File: src/rtl/commit_store_buffer.sv
// Store buffer between commit and the data cache: a speculative queue of issued stores feeds a
// commit queue that drains over req/gnt/ack. Optional load page-offset hazard check: STBUF_PAGE_OFFSET_CHECK_EN.
module commit_store_buffer #(
    parameter int unsigned SPEC_DEPTH   = 4,
    parameter int unsigned COMMIT_DEPTH = 8,
    parameter int unsigned PLEN         = 56,
    parameter int unsigned XLEN         = 64
) (
    input  logic                clk_i,
    input  logic                rst_ni,
    input  logic                flush_i,
    input  logic                valid_i,
    output logic                ready_o,
    input  logic [PLEN-1:0]     paddr_i,
    input  logic [XLEN-1:0]     data_i,
    input  logic [XLEN/8-1:0]   be_i,
    input  logic [1:0]          data_size_i,
    input  logic                commit_i,
    output logic                commit_ready_o,
    output logic                no_st_pending_o,
    output logic                req_o,
    input  logic                gnt_i,
    input  logic                ack_i,
    output logic [PLEN-1:0]     addr_o,
    output logic [XLEN-1:0]     wdata_o,
    output logic [XLEN/8-1:0]   be_o,
    output logic [1:0]          size_o,
    input  logic [11:0]         page_offset_i,
    output logic                page_offset_matches_o
);

    localparam int unsigned SPW = $clog2(SPEC_DEPTH);
    localparam int unsigned CMW = $clog2(COMMIT_DEPTH);
    localparam int unsigned BEW = XLEN / 8;
    localparam logic [SPW:0] SPEC_FULL = (SPW+1)'(SPEC_DEPTH);
    localparam logic [CMW:0] CM_FULL   = (CMW+1)'(COMMIT_DEPTH);

    typedef enum logic [1:0] {
        IDLE     = 2'd0,
        REQ      = 2'd1,
        WAIT_ACK = 2'd2
    } state_t;

    // ---------------- speculative queue ----------------
    logic [PLEN-1:0] spec_addr_mem [SPEC_DEPTH];
    logic [XLEN-1:0] spec_data_mem [SPEC_DEPTH];
    logic [BEW-1:0]  spec_be_mem   [SPEC_DEPTH];
    logic [1:0]      spec_size_mem [SPEC_DEPTH];

    logic [SPW-1:0]  spec_head_reg, spec_head_next;
    logic [SPW-1:0]  spec_tail_reg, spec_tail_next;
    logic [SPW:0]    spec_cnt_reg,  spec_cnt_next;

    // ---------------- commit queue ----------------
    logic [PLEN-1:0] cm_addr_mem [COMMIT_DEPTH];
    logic [XLEN-1:0] cm_data_mem [COMMIT_DEPTH];
    logic [BEW-1:0]  cm_be_mem   [COMMIT_DEPTH];
    logic [1:0]      cm_size_mem [COMMIT_DEPTH];

    logic [CMW-1:0]  cm_head_reg, cm_head_next;
    logic [CMW-1:0]  cm_tail_reg, cm_tail_next;
    logic [CMW:0]    cm_cnt_reg,  cm_cnt_next;

    state_t          state_reg, state_next;

    logic            spec_push;
    logic            spec_pop;
    logic            drain_pop;

    assign ready_o        = (spec_cnt_reg != SPEC_FULL);
    assign commit_ready_o = (cm_cnt_reg != CM_FULL);
    assign no_st_pending_o = (spec_cnt_reg == '0) && (cm_cnt_reg == '0) && (state_reg == IDLE);

    // A push in a flush cycle is dropped; an illegal commit is ignored rather than corrupting state.
    assign spec_push = valid_i && ready_o && !flush_i;
    assign spec_pop  = commit_i && (spec_cnt_reg != '0) && commit_ready_o;

    always_comb begin
        spec_head_next = spec_head_reg;
        spec_tail_next = spec_tail_reg;
        spec_cnt_next  = spec_cnt_reg;
        if (flush_i) begin
            spec_head_next = '0;
            spec_tail_next = '0;
            spec_cnt_next  = '0;
        end else begin
            if (spec_push) begin
                spec_tail_next = spec_tail_reg + SPW'(1);
            end
            if (spec_pop) begin
                spec_head_next = spec_head_reg + SPW'(1);
            end
            spec_cnt_next = spec_cnt_reg + (SPW+1)'(spec_push) - (SPW+1)'(spec_pop);
        end
    end

    always_ff @(posedge clk_i or negedge rst_ni) begin
        if (!rst_ni) begin
            spec_head_reg <= '0;
            spec_tail_reg <= '0;
            spec_cnt_reg  <= '0;
        end else begin
            spec_head_reg <= spec_head_next;
            spec_tail_reg <= spec_tail_next;
            spec_cnt_reg  <= spec_cnt_next;
        end
    end

    always_ff @(posedge clk_i) begin
        if (spec_push) begin
            spec_addr_mem[spec_tail_reg] <= paddr_i;
            spec_data_mem[spec_tail_reg] <= data_i;
            spec_be_mem[spec_tail_reg]   <= be_i;
            spec_size_mem[spec_tail_reg] <= data_size_i;
        end
    end

    always_comb begin
        cm_head_next = cm_head_reg;
        cm_tail_next = cm_tail_reg;
        if (spec_pop) begin
            cm_tail_next = cm_tail_reg + CMW'(1);
        end
        if (drain_pop) begin
            cm_head_next = cm_head_reg + CMW'(1);
        end
        cm_cnt_next = cm_cnt_reg + (CMW+1)'(spec_pop) - (CMW+1)'(drain_pop);
    end

    always_ff @(posedge clk_i or negedge rst_ni) begin
        if (!rst_ni) begin
            cm_head_reg <= '0;
            cm_tail_reg <= '0;
            cm_cnt_reg  <= '0;
        end else begin
            cm_head_reg <= cm_head_next;
            cm_tail_reg <= cm_tail_next;
            cm_cnt_reg  <= cm_cnt_next;
        end
    end

    always_ff @(posedge clk_i) begin
        if (spec_pop) begin
            cm_addr_mem[cm_tail_reg] <= spec_addr_mem[spec_head_reg];
            cm_data_mem[cm_tail_reg] <= spec_data_mem[spec_head_reg];
            cm_be_mem[cm_tail_reg]   <= spec_be_mem[spec_head_reg];
            cm_size_mem[cm_tail_reg] <= spec_size_mem[spec_head_reg];
        end
    end

    // ---------------- drain FSM ----------------
    always_ff @(posedge clk_i or negedge rst_ni) begin
        if (!rst_ni) begin
            state_reg <= IDLE;
        end else begin
            state_reg <= state_next;
        end
    end

    // Payload comes straight from the commit queue head, which cannot move until gnt_i.
    always_comb begin
        state_next = state_reg;
        req_o      = 1'b0;
        drain_pop  = 1'b0;
        addr_o     = '0;
        wdata_o    = '0;
        be_o       = '0;
        size_o     = '0;
        unique case (state_reg)
            IDLE: begin
                if (cm_cnt_reg != '0) begin
                    state_next = REQ;
                end
            end
            REQ: begin
                req_o   = 1'b1;
                addr_o  = cm_addr_mem[cm_head_reg];
                wdata_o = cm_data_mem[cm_head_reg];
                be_o    = cm_be_mem[cm_head_reg];
                size_o  = cm_size_mem[cm_head_reg];
                if (gnt_i) begin
                    drain_pop  = 1'b1;
                    state_next = WAIT_ACK;
                end
            end
            WAIT_ACK: begin
                if (ack_i) begin
                    state_next = (cm_cnt_reg != '0) ? REQ : IDLE;
                end
            end
            default: begin
                state_next = IDLE;
            end
        endcase
    end

    genvar gi;

`ifdef STBUF_PAGE_OFFSET_CHECK_EN
    // Only the doubleword index of the in-flight store matters for the load hazard compare.
    logic [8:0]              inflight_ofs_reg;
    logic [SPEC_DEPTH-1:0]   spec_hit;
    logic [COMMIT_DEPTH-1:0] cm_hit;
    logic                    inflight_hit;
    logic                    unused_offset_lsbs;

    assign unused_offset_lsbs = ^page_offset_i[2:0];

    always_ff @(posedge clk_i or negedge rst_ni) begin
        if (!rst_ni) begin
            inflight_ofs_reg <= '0;
        end else if (drain_pop) begin
            inflight_ofs_reg <= cm_addr_mem[cm_head_reg][11:3];
        end
    end

    generate
        for (gi = 0; gi < SPEC_DEPTH; gi++) begin : g_spec_hit
            logic [SPW-1:0] spec_age;
            assign spec_age     = SPW'(gi) - spec_head_reg;
            assign spec_hit[gi] = ({1'b0, spec_age} < spec_cnt_reg) &&
                                  (spec_addr_mem[gi][11:3] == page_offset_i[11:3]);
        end
        for (gi = 0; gi < COMMIT_DEPTH; gi++) begin : g_cm_hit
            logic [CMW-1:0] cm_age;
            assign cm_age     = CMW'(gi) - cm_head_reg;
            assign cm_hit[gi] = ({1'b0, cm_age} < cm_cnt_reg) &&
                                (cm_addr_mem[gi][11:3] == page_offset_i[11:3]);
        end
    endgenerate

    // During REQ the in-flight entry is still the commit queue head, so it is already covered.
    assign inflight_hit = (state_reg == WAIT_ACK) && (inflight_ofs_reg == page_offset_i[11:3]);
    assign page_offset_matches_o = (|spec_hit) || (|cm_hit) || inflight_hit;
`else
    logic unused_page_offset;
    assign unused_page_offset    = ^page_offset_i;
    assign page_offset_matches_o = 1'b0;
`endif

    // The commit stage must never commit from an empty speculative queue or into a full commit queue.
    assert property (@(posedge clk_i) disable iff (!rst_ni)
        commit_i |-> ((spec_cnt_reg != '0) && commit_ready_o));

endmodule

File: config.mk
export PLATFORM = sky130hd
export DESIGN_NAME = commit_store_buffer
export DESIGN_NICKNAME = d
export VERILOG_FILES = /design/src/rtl/commit_store_buffer.sv
export SDC_FILE = /design/constraint.sdc
export NUM_CORES = 1
export LEC_CHECK = 0
export BUFFER_PORTS_ARGS = -buffer_cell sky130_fd_sc_hd__buf_2
export CAP_MARGIN = 25
export CORE_AREA = 3 3 365 331
export DETAILED_ROUTE_END_ITERATION = 10
export DIE_AREA = 0 0 368 334
export PLACE_DENSITY_LB_ADDON = 0.2
export SYNTH_ARGS = -nofsm -noshare
export SYNTH_HDL_FRONTEND = slang
export SYNTH_SLANG_ARGS = --single-unit
export TNS_END_PERCENT = 1
File: constraint.sdc
create_clock -name clk_i -period 20.8 [get_ports clk_i]
set_input_delay 2.08 -clock clk_i [delete_from_list [all_inputs] [get_ports clk_i]]
set_output_delay 2.08 -clock clk_i [all_outputs]
set_load 0.05 [all_outputs]
==> run_results.csv <==
group,metric,value,unit
critical_path,critPathLaunchType,"register",
min_path,min_to,"cm_head_reg[2]$_DFFE_PN0P_",
grt,grt_max_degree,135,
critical_path,reg2reg_from,"cm_cnt_reg[2]$_DFF_PN0_",
sta,max_slew.worst_pin.slew,1310,ps
synth,ys_top_cells_by_area,"edfxtp_1 80%, mux4_2 15%, a22o_1 1.9%",
die,core-area,117000,um^2
synth,synth_ff_type,"edfxtp_1",
sta,slew_viol_final,0,
clocking,cts_made_buffers,156,
detailed_routing,vias,25700,
layout,fin_nets,2852,
power,power_density,144,nW/um^2
synth,yosysTopAreaCell,"edfxtp_1",
power,fin_total_pwr,9.66,mW
synth,ys_seq_area_frac,0.808,
synth,synthCells,2320,
status,status,"finished, final reports clean",
synth,syn_avg_cell_area,25.3,um^2
clocking,cts_setup_buffers,0,
layout,top_register,"cm_data_mem",
critical_path,r2r_slack,17620,ps
die,fp.dieH,334,um
critical_path,slowest_delay,950,ps
die,rows,119,
grt,grt_util_all_layers,0.207,
synth,yosysMostFrequentCell,"edfxtp_1",
synth,synthTopCellsByCount,"1560 x edfxtp_1, 390 x mux4_2, 130 x a22o_1, 43 x clkbuf_1, 40 x buf_2",
clocking,cts_tree,"yes",
sta,fin_skew,27.3,ps
sta,period_minus_slack,6060,ps
synth,synth-seq-cells,1579,
sta,rsz0062_at_grt,"no",
min_path,min-delay-start,"cm_head_reg[2]$_DFFE_PN0P_",
critical_path,slowest_stage,"dfrtp_4",
placement,gp_congestion,0.697,
detailed_routing,drt_pass1_iterations,5,
clocking,path_clk_slew,60,ps
critical_path,crit_path_end_kind,"primary output",
detailed_routing,ant_nets,0,
critical_path,crit_family,"flip-flops",
layout,largest_reg_flops,512,
critical_path,cp_max_fo,128,
layout,top_regs,"cm_data_mem: 512 flops, cm_addr_mem: 448 flops, spec_data_mem: 256 flops",
die,fp.dieW,368,um
grt,grt_first_pass_wirelength,184000,um
min_path,min_path_type,"register to register",
critical_path,crit_required,18720,ps
synth,syn_nets,2485,
sta,relSlewSlack,0.127,
placement,io_buffers,270,
grt,grt_pass1_vias,27500,
power,power_leakage,21.5,nW
sta,period_share,0.291,
detailed_routing,drtIter0Drc,2026,
detailed_routing,viasPerCell,5.84,
power,ir_drop,0.107,mV
placement,hpwl,66900,um
synth,yosysWarningCount,0,
clocking,clk_path_buf_depth,3,
sta,final.setup.tns,0,ps
grt,gr-total-overflow,0,
critical_path,crit_type,"register to primary output",
grt,antenna_found_initial,37,
synth,synth_edf_count,1560,
synth,synth_top_area_share,0.800,
detailed_routing,drcViolationCount,0,
clocking,holdBufCountCts,0,
critical_path,arrival,3980,ps
synth,synth_area,58600,um^2
detailed_routing,drt_wl_total,124000,um
sta,report.final.hold_viol_count,0,
layout,utilization,0.572,
layout,area_growth,14.3,%
detailed_routing,wl_per_cell,28.3,um
clocking,cts-root-buf,"clkbuf_16",
die,io_pins,284,
job,cap_violations,0,
min_path,worstHoldPathCells,1,
critical_path,crit_buf_inv,2,
die,initial_utilization,0.501,
die,dieArea,123000,um^2
clocking,cts_max_level,4,
layout,drive_gt1_frac,0.339,
critical_path,reg2regPathDepth,8,
synth,yosysUniqueCellTypes,37,
clocking,clk_latency,780,ps
layout,fin_cells,4397,
critical_path,crit_chain,"buf_12, mux4_2, a22o_1, buf_2",
critical_path,r2r_end,"cm_addr_mem[6][37]$_DFFE_PP_",
clocking,cts_num_sinks,1579,
clocking,post_cts_resized,0,
sta,setup_viol,0,
sta,max_clock_freq,165,MHz
synth,async_reset_ff_frac,0.0120,
placement,dp.cells,4101,
[layer usage]
layer	up-vias	routed length, um	global-route usage
met4	24	2830	0.0603
met2	753	63900	0.349
met5	-	161	0
met3	218	8520	0.0461
li1	10800	-	-
met1	13900	48900	0.273
[power breakdown]
| part | switching [mW] | leakage (nW) | internal (mW) | total (mW) |
|---|---|---|---|---|
| Sequential | 0.128 | 14.3 | 4.03 | 4.16 |
| Combinational | 1.84 | 4.75 | 0.989 | 2.83 |
| Clock | 1.14 | 2.38 | 1.53 | 2.67 |
| Total | 3.11 | 21.5 | 6.55 | 9.66 |
[through the flow]
stage | hold WS (ps) | area [um^2] | worst slack, ps
finish | 516 | 66900 | 14740
global route | 531 | 66900 | 14430
CTS | 519 | 66900 | 14610
detailed placement | 506 | 62000 | 15480
global placement | 486 | 61700 | 15520
floorplan | 452 | 58600 | 5500
[how the worst max path moves through the flow]
stage | startpoint | to | slack, ps | cells past startpoint
after detailed placement | cm_head_reg[0]$_DFFE_PN0P_ | wdata_o[10] | 15480 | 4
after global placement | cm_head_reg[0]$_DFFE_PN0P_ | wdata_o[11] | 15520 | 4
after floorplan | commit_i | cm_addr_mem[4][0]$_DFFE_PP_ | 5500 | 2
final | cm_head_reg[0]$_DFFE_PN0P_ | wdata_o[7] | 14740 | 4
after CTS | cm_head_reg[0]$_DFFE_PN0P_ | wdata_o[10] | 14610 | 4
after global routing | cm_head_reg[0]$_DFFE_PN0P_ | wdata_o[7] | 14430 | 4
[cells by family (layout without fill, tap and decap cells)]
family                     after synthesis  after routing  share of synthesized area
muxes                                  393            393                      0.150
buffers and inverters                  137            622                     0.0123
other                                    1             20                  0.0000640
AOI/OAI and AO/OA                      140            140                     0.0204
and+or+nand+nor                         46             46                    0.00423
xor gates and xnor gates                 8              8                    0.00120
DFF                                   1579           1579                      0.808
adders and majority gates               16             16                    0.00367
[layout by cell type, fill, tap and decap left out, drive strengths merged, types with 6 or more instances in the layout]
master     n
mux4     390
ha        14
inv       24
clkbuf   191
nand2      7
nor3       8
edfxtp  1560
buf      328
dfrtp     19
clkinv    65
a22o     130
nand3      6
diode     19
nor2       7
bufinv    10
[final cells by class]
class,count,area [um^2]
fill,8437,50100
sequential,1579,47300
multi-input combinational,604,10600
clock buffer,191,4120
timing repair buffer,328,2040
tap,1573,1970
clock inverter,85,759
inverter,18,67.6
antenna,19,47.5
Note: power is estimated with default switching activity, not from simulation.
